## src/rtl/if_load_scheduler.sv

```systemverilog
// Round-robin arbiter sharing the single SPI read channel among the on-chip loaders.
// Latency: request to config_paulse 1 cycle, rd_done to done 1 cycle; rd_req/data_valid are combinational.
// Backpressure: rd_req follows the granted requester's req_ready; a stall of TO_LIMIT idle XFER cycles latches timeout.
//
// Ports:
//   clk_chip, reset_chip        : clock, synchronous active-high reset
//   req / req_code / req_ready  : per-requester request level, IF code, word-accept
//   gnt / done / data_valid     : one-hot grant, completion pulse, routed rd_valid
//   config_ready/paulse/data    : read-controller start handshake and IF code
//   rd_req / rd_valid / rd_done : FIFO read request, word strobe, transfer complete
//   timeout                     : sticky stall error, cleared only by reset
module if_load_scheduler #(
    parameter int                  NUM_REQ    = 6,
    parameter int                  CODE_WIDTH = 4,
    parameter int                  TO_WIDTH   = 16,
    parameter logic [TO_WIDTH-1:0] TO_LIMIT   = 16'hFFFF
) (
    input  logic                          clk_chip,
    input  logic                          reset_chip,
    input  logic [NUM_REQ-1:0]            req,
    input  logic [NUM_REQ*CODE_WIDTH-1:0] req_code,
    input  logic [NUM_REQ-1:0]            req_ready,
    output logic [NUM_REQ-1:0]            gnt,
    output logic [NUM_REQ-1:0]            done,
    output logic [NUM_REQ-1:0]            data_valid,
    input  logic                          config_ready,
    output logic                          config_paulse,
    output logic [CODE_WIDTH-1:0]         config_data,
    output logic                          rd_req,
    input  logic                          rd_valid,
    input  logic                          rd_done,
    output logic                          timeout
);

    localparam int IDX_W = (NUM_REQ > 1) ? $clog2(NUM_REQ) : 1;
    typedef logic [IDX_W-1:0] idx_t;

    // Watchdog fires on the idle cycle that would bring the count to TO_LIMIT.
    localparam logic [TO_WIDTH-1:0] WD_LAST = TO_LIMIT - TO_WIDTH'(1);
    localparam idx_t                IDX_MAX = idx_t'(NUM_REQ - 1);

    typedef enum logic [2:0] {
        IDLE  = 3'd0,
        ISSUE = 3'd1,
        XFER  = 3'd2,
        DONE  = 3'd3,
        ERROR = 3'd4
    } state_t;

    state_t                state;
    idx_t                  rr_ptr;
    idx_t                  idx;
    logic [CODE_WIDTH-1:0] code_q;
    logic [TO_WIDTH-1:0]   wd_cnt;

    logic                  pick_vld;
    idx_t                  pick_idx;
    int                    scan;

    // Scan offsets from highest to lowest so the smallest offset from rr_ptr
    // is the last to write pick_idx; wrap is done by subtraction, so NUM_REQ
    // does not have to be a power of two.
    always_comb begin
        pick_vld = 1'b0;
        pick_idx = '0;
        scan     = 0;
        for (int i = NUM_REQ - 1; i >= 0; i--) begin
            scan = int'(rr_ptr) + i;
            if (scan >= NUM_REQ) begin
                scan = scan - NUM_REQ;
            end
            if (req[scan]) begin
                pick_vld = 1'b1;
                pick_idx = idx_t'(scan);
            end
        end
    end

    always_ff @(posedge clk_chip) begin
        if (reset_chip) begin
            state         <= IDLE;
            rr_ptr        <= '0;
            idx           <= '0;
            code_q        <= '0;
            wd_cnt        <= '0;
            gnt           <= '0;
            done          <= '0;
            config_paulse <= 1'b0;
            timeout       <= 1'b0;
        end else begin
            config_paulse <= 1'b0;
            done          <= '0;
            case (state)
                IDLE: begin
                    if (pick_vld && config_ready) begin
                        idx           <= pick_idx;
                        code_q        <= req_code[int'(pick_idx)*CODE_WIDTH +: CODE_WIDTH];
                        gnt           <= {{(NUM_REQ-1){1'b0}}, 1'b1} << pick_idx;
                        config_paulse <= 1'b1;
                        state         <= ISSUE;
                    end
                end
                ISSUE: begin
                    wd_cnt <= '0;
                    state  <= XFER;
                end
                XFER: begin
                    if (rd_done) begin
                        done  <= gnt;
                        state <= DONE;
                    end else if (rd_valid) begin
                        wd_cnt <= '0;
                    end else if (wd_cnt == WD_LAST) begin
                        timeout <= 1'b1;
                        gnt     <= '0;
                        state   <= ERROR;
                    end else begin
                        wd_cnt <= wd_cnt + TO_WIDTH'(1);
                    end
                end
                DONE: begin
                    rr_ptr <= (idx == IDX_MAX) ? '0 : idx + idx_t'(1);
                    gnt    <= '0;
                    state  <= IDLE;
                end
                ERROR: begin
                    state <= ERROR;
                end
                default: begin
                    state <= IDLE;
                end
            endcase
        end
    end

    assign config_data = code_q;

    // Read-side steering is combinational so the FIFO sees the consumer's
    // back-pressure in the same cycle.
    always_comb begin
        data_valid = '0;
        rd_req     = 1'b0;
        if (state == XFER) begin
            data_valid[idx] = rd_valid;
            rd_req          = req_ready[idx];
        end
    end

endmodule

```

## config.mk

```make
export PLATFORM = sky130hd
export DESIGN_NAME = if_load_scheduler
export DESIGN_NICKNAME = d
export VERILOG_FILES = /design/src/rtl/if_load_scheduler.sv
export SDC_FILE = /design/constraint.sdc
export NUM_CORES = 1
export LEC_CHECK = 0
export CORE_ASPECT_RATIO = 0.7
export CORE_MARGIN = 5
export CORE_UTILIZATION = 35
export DETAILED_ROUTE_END_ITERATION = 10
export PLACE_DENSITY = 0.67
export SYNTH_ARGS = -nofsm -noshare
export SYNTH_HDL_FRONTEND = slang
export SYNTH_SLANG_ARGS = --single-unit
```

## constraint.sdc

```tcl
create_clock -name clk_chip -period 4.4 [get_ports clk_chip]
set_clock_uncertainty 0.1 [all_clocks]
set_input_delay 0.88 -clock clk_chip [delete_from_list [all_inputs] [get_ports clk_chip]]
set_output_delay 0.88 -clock clk_chip [all_outputs]
set_load 0.01 [all_outputs]
```

======== Yosys cells after proc, flatten, opt, wreduce, memory -nomap -nowiden ========
Cells that the tools add are included.
cells by class
  shifts and indexed selects .............. 2
  equality and inequality tests ........... 13
  magnitude comparators ................... 14
  bitwise operators ....................... 5
  mux-type cells .......................... 58
  $add $sub $neg .......................... 13
  reduce and logical (&&, ||, !) cells .... 12
operator list
  kind                                                                    number
  32-bit by 5-bit < comparator with 1-bit output (second input constant)  6
  32-bit 2-to-1 mux                                                       6
  16-bit 2-to-1 mux                                                       3
  3-bit 2-to-1 mux                                                        11
  16-bit case mux with 2 select lines                                     1
  6-bit 2-to-1 mux                                                        5
  4-bit by 3-bit subtractor with 5-bit output (second input constant)     5
  24-bit by 6-bit indexed part select with 4-bit output                   1
  1-bit 2-to-1 mux                                                        22
  1-bit binary-select mux with 3-bit select                               7
  4-bit by 3-bit >= comparator with 1-bit output (second input constant)  5
  6-bit case mux with 3 select lines                                      1
  16-bit by 1-bit adder with 16-bit output (second input constant)        1
  16-bit == test (second input constant)                                  1
  3-bit case mux with 4 select lines                                      1
  3-bit inequality test (second input constant)                           3
  3-bit by 2-bit adder with 4-bit output (second input constant)          2
  3-bit by 3-bit adder with 4-bit output (second input constant)          2
  2-bit inequality test (second input constant)                           4
  6-bit bitwise AND                                                       1
  3-bit by 2-bit == test with 1-bit output (second input constant)        2
  3-bit == test (second input constant)                                   2
  3-bit AND reduction                                                     2
  1-bit by 3-bit left shift with 6-bit output (first input constant)      1
  18 further kinds                                                        22
word-level totals
  bits in registers ....................... 43
  output and inout bits ................... 25

======== Logic depth before layout (Yosys ltp) ========
  word-level depth ........................ 15
  depth in mapped cells ................... 18

======== Worst setup path after synthesis ========
OpenSTA, ideal clock, no wires.
  path type ............................... register to register
  start point ............................. register rr_ptr[0]
  end point ............................... register gnt[2]
  path buffers ............................ 3
  stages on the path, launching flop included .. 19
  library setup time ...................... 65 ps
  arrival ................................. 3492 ps
  setup slack ............................. 743 ps
  cells stage by stage .................... dfxtp_1 > buf_6 > buf_6 > inv_2 > ha_1 > xor2_2 > inv_2 > ha_1 > a211o_1 > nor4_1 > o21a_1 > a21o_1 > nor4b_1 > a311o_1 > or3_1 > buf_2 > nor3_4 > a22oi_1 > nor2_1
on the way
  cells in the longest elaborated chain, start to end .. 15
ends and longest elaborated chain
  item                                                                                                                  RTL line  source
  from (decl)                                                                                                           51        idx_t rr_ptr;
  from (signal assigned)                                                                                                122       rr_ptr <= (idx == IDX_MAX) ? '0 : idx + idx_t'(1);
  3-bit by 3-bit adder with 4-bit output                                                                                68        scan = int'(rr_ptr) + i;
  4-bit by 3-bit subtractor with 5-bit output / 4-bit by 3-bit >= comparator with 1-bit output (equally long branches)  70, 69
  32-bit 2-to-1 mux                                                                                                     69        if (scan >= NUM_REQ) begin
  1-bit binary-select mux with 3-bit select                                                                             72        if (req[scan]) begin
  1-bit 2-to-1 mux (not written as such) (2 in series)                                                                  72
  3-bit 2-to-1 mux / 1-bit 2-to-1 mux (equally long branches) (6 in series)                                             72
  1-bit by 3-bit left shift with 6-bit output / 1-bit logical AND (equally long branches)                               98, 95
  6-bit 2-to-1 mux / 2-bit inequality test (equally long branches)                                                      -
  6-bit case mux with 3 select lines / 5-bit AND reduction (equally long branches)                                      -
  to (signal assigned)                                                                                                  98        gnt <= {{(NUM_REQ-1){1'b0}}, 1'b1} << pick_idx;
  to (decl)                                                                                                             23        output logic [NUM_REQ-1:0] gnt,
Parallel ways exist; a longest one is shown, timed or not. The select of a mux whose other input is x is not followed.
A chain may end at the register's enable or synchronous reset.

======== Worst setup path after layout ========
  start point ............................. register rr_ptr[0]
  end point ............................... register code_q[1] (netlist: config_data[1])
on the way
  cells in the longest elaborated chain, start to end .. 14
ends and longest elaborated chain
  item                                                                                                  RTL line  source
  parallel branches: the longest is 14 deep, another holds 4-bit by 3-bit subtractor with 5-bit output  -
  to (signal assigned)                                                                                  97        code_q <= req_code[int'(pick_idx)*CODE_WIDTH +: CODE_WIDTH];
  to (decl)                                                                                             53        logic [CODE_WIDTH-1:0] code_q;
Several ways; the timed one is not identified. The select of a mux whose other input is x is not followed.

==> results.ini <==
[run_status]
status=finished clean

[timing]
slew_headroom=0.6149
final.setup.tns_ns=0
clock.fmax_ghz=0.2481
setup_violations=0
report.final.slew_viol_count=0
worst_pin_slew_ns=0.5723
grt_setup_unrepaired=false
post-route-min-period_ns=4.031
timing_hold_violations_final=0
period_share=0.9161

[logic_synthesis]
asyncSetResetFlopFracSynth=0
synth_warnings=0
synthesis.instances=387
synth_top_cell_area_share=0.2775
post_synth.cell_area_avg_sq_um=8.015
netlist_area_sq_um=3102
ys_seq_area_frac=0.2775
yosys.area.top_type=sky130_fd_sc_hd__dfxtp_1
synth.distinct_cells=63
synth_edf_count=0
synth-seq-cells=43
synthTopCellsByArea=sky130_fd_sc_hd__dfxtp_1, sky130_fd_sc_hd__nor2_1, sky130_fd_sc_hd__ha_1, sky130_fd_sc_hd__mux2i_1, sky130_fd_sc_hd__a21oi_1
ys_dominant_reg_cell=sky130_fd_sc_hd__dfxtp_1
synth.net_count=443

[global_routing]
grt_start_max_net_pins=28
globalRouteOverflowTotal=0
first_global_vias=2785
track_usage=0.1642
global_route_wire_length_before_repair_mm=14.25
grt_antenna_before_repair=0

[clock_tree]
clock-sinks=43
clk_latency_ns=0.29
numCtsBuffers=5
clock_tree.root_cell=sky130_fd_sc_hd__clkbuf_16
clock_pin_slew_of_the_registers_on_the_worst_case_setup_and_hold_paths_ns=0.07
cts_setup_buffers=0
cts_tree=done
max-clock-path-buffers=2
cts-htree-levels=2

[worst_setup_path]
type_of_the_worst_setup_path=reg -> reg
timing.critical_path.to_type=flip-flop
path_max_fanout=9
worstPathCellList=ha_1, xor2_2, ha_1, a21oi_1, a21boi_2, o311ai_1, a22oi_1, o311ai_0, o22ai_1, buf_4, mux2i_1, a21oi_1, a211oi_1, nor3_1
critPathLaunchType=flip-flop
critPathBufInv=1
worstPathArrival_ns=4.10
reg2reg_setup_slack_ns=0.37
crit_path_max_incr_delay_ns=0.57
cp_data_required_time_ns=4.46
critical_path.top_delay_family=compound AO/OA/AOI/OAI gates
r2r_end=config_data[1]$_SDFFE_PP0P_
startpoint_of_the_lowest_slack_register_to_register_path=rr_ptr[0]$_SDFFE_PP0P_
crit_slowest_cell=sky130_fd_sc_hd__dfxtp_1
worst_r2r_path_depth=14

[pwr]
power.share.switching=0.3070
power.leakage_nw=1.494
vdd_ir_drop_max_mv=0.2050
p_clk_frac=0.343
pwr-share-comb=0.267
intPower_mw=0.7627
total_switching_power_mw=0.3379
post-layout-total-power_mw=1.101
pd_cells_nw_per_um2=273.1
pwr-share-seq=0.390

[routing]
totalWireLength_mm=8.940
detailed_routing_iteration_count_for_the_pre_antenna_repair_pass=4
drt.antenna.violating_nets=0
via_density_per_instance=5.333
avgRoutedWirePerCell_um=15.66
vias=3045
drt_iter0_drc=176
drcViolationCount=0

[cells_and_area]
layout-area-overhead-vs-synth_pct=29.93
commonest_cells_after_routing_fill_and_taps_aside=sky130_fd_sc_hd__clkdlybuf4s50_1, sky130_fd_sc_hd__nor2_1, sky130_fd_sc_hd__dfxtp_1, sky130_fd_sc_hd__a21oi_1, sky130_fd_sc_hd__nand2_1
num_antenna_cells=0
mostFrequentLayoutCell=sky130_fd_sc_hd__clkdlybuf4s50_1
layout-drive-gt1-share=0.08647
num-nets-final=506

[hold_path]
worst_hold_startpoint=gnt[4]$_SDFFE_PP0P_
min_to=done[4]$_SDFF_PP0_
holdCritPathClass=reg -> reg
min_delay_path_depth=1

[die]
core-area_sq_um=8548
io-pin-count=66
floorplan.die.height_um=88.76
fp.dieW_um=122.5
placement_row_count=28
initial_utilization=0.3629
die-area_sq_um=10870

[place]
globalplace.congestion=0.9731
detailedPlacementHpwl_mm=6.945
placement.io_buffers=65

[job]
cap_viol_max_count=0

-- power by group through the flow --
stage | Sequential (mW) | Combinational, mW | Clock, mW
2_1_floorplan | 0.430 | 0.181 | 0
3_3_place_gp | 0.437 | 0.291 | 0
3_5_place_dp | 0.438 | 0.291 | 0
4_1_cts | 0.429 | 0.294 | 0.385
5_1_grt | 0.433 | 0.323 | 0.405
6_report | 0.429 | 0.294 | 0.377
-- what timing repair did --
| item | CTS | global route |
|---|---|---|
| gates resized for setup | 0 | 2 |
| setup endpoints to repair | 0 | 8 |
| hold buffers | 0 | 0 |
-- cell type report --
| cell class | instances | area, sq um |
|---|---|---|
| fillers | 871 | 4518 |
| clock buffers | 5 | 125.1 |
| multi-input cells | 310 | 2085 |
| clock inverters | 3 | 26.28 |
| repair buffers | 75 | 725.7 |
| well taps | 120 | 150.1 |
| inverters | 15 | 56.30 |
| flip-flops and latches | 43 | 862.1 |
-- synth_stat cells (all sizes together), types with 7 or more instances --
cell type,number
dfxtp,43
nand3,15
xnor2,10
ha,15
inv,15
a21oi,22
o21ai,11
nor3,15
a211oi,12
clkbuf,12
nor2b,8
nor2,56
nand2,18
a22oi,7
mux2i,17
nand4,10
xor2,9
and2,7
buf,7
-- metrics by stage --
stage,area [sq um],utilization,std cells,hold slack (ns),worst slack (ns)
floorplan,3102,-,387,0.3643,0.7426
global placement,3876,0.4535,563,0.3804,0.3206
detailed placement,3876,0.4535,563,0.3795,0.2075
CTS,4028,0.4712,571,0.3942,0.1869
global route,4030,0.4715,571,0.4142,0.07872
finish,4030,0.4715,571,0.3915,0.3693
-- logic make-up after synthesis --
logic type / after synthesis / share of synthesized area
AND/OR/NAND/NOR: 159 / 0.2594
XOR/XNOR: 19 / 0.05849
flip-flops: 43 / 0.2775
AO/OA/AOI/OAI: 94 / 0.2130
adder cells (fa/ha/maj): 15 / 0.06051
buffers and inverters: 34 / 0.05082
multiplexers: 23 / 0.08027
-- state kept, by name, indices dropped and copies added (netlist names) --
name	count
timeout	1
config_data	4
idx	3
rr_ptr	3
done	6
wd_cnt	16
config_paulse	1
state	3
gnt	6
-- metal layers --
| layer | track usage | part of all wire | vias up |
|---|---|---|---|
| li1 | - | - | 1539 |
| met1 | 0.2358 | 0.51 | 1416 |
| met2 | 0.2443 | 0.41 | 85 |
| met3 | 0.05304 | 0.075 | 5 |
| met4 | 0.02642 | 0.0054 | 0 |
| met5 | 0 | 0 | - |
-- how the worst max path moves through the flow --
stage,startpoint,endpoint,slack [ns],cells after the start
detailed placement,rr_ptr[1]$_SDFFE_PP0P_,config_data[2]$_SDFFE_PP0P_,0.21,13
floorplan,rr_ptr[0]$_SDFFE_PP0P_,gnt[2]$_SDFFE_PP0P_,0.74,18
CTS,rr_ptr[1]$_SDFFE_PP0P_,config_data[2]$_SDFFE_PP0P_,0.19,13
global placement,rr_ptr[1]$_SDFFE_PP0P_,config_data[2]$_SDFFE_PP0P_,0.32,13
finish,rr_ptr[0]$_SDFFE_PP0P_,config_data[1]$_SDFFE_PP0P_,0.37,14
global route,rr_ptr[0]$_SDFFE_PP0P_,config_data[3]$_SDFFE_PP0P_,0.08,14
Note: power is estimated with default switching activity, not from simulation.
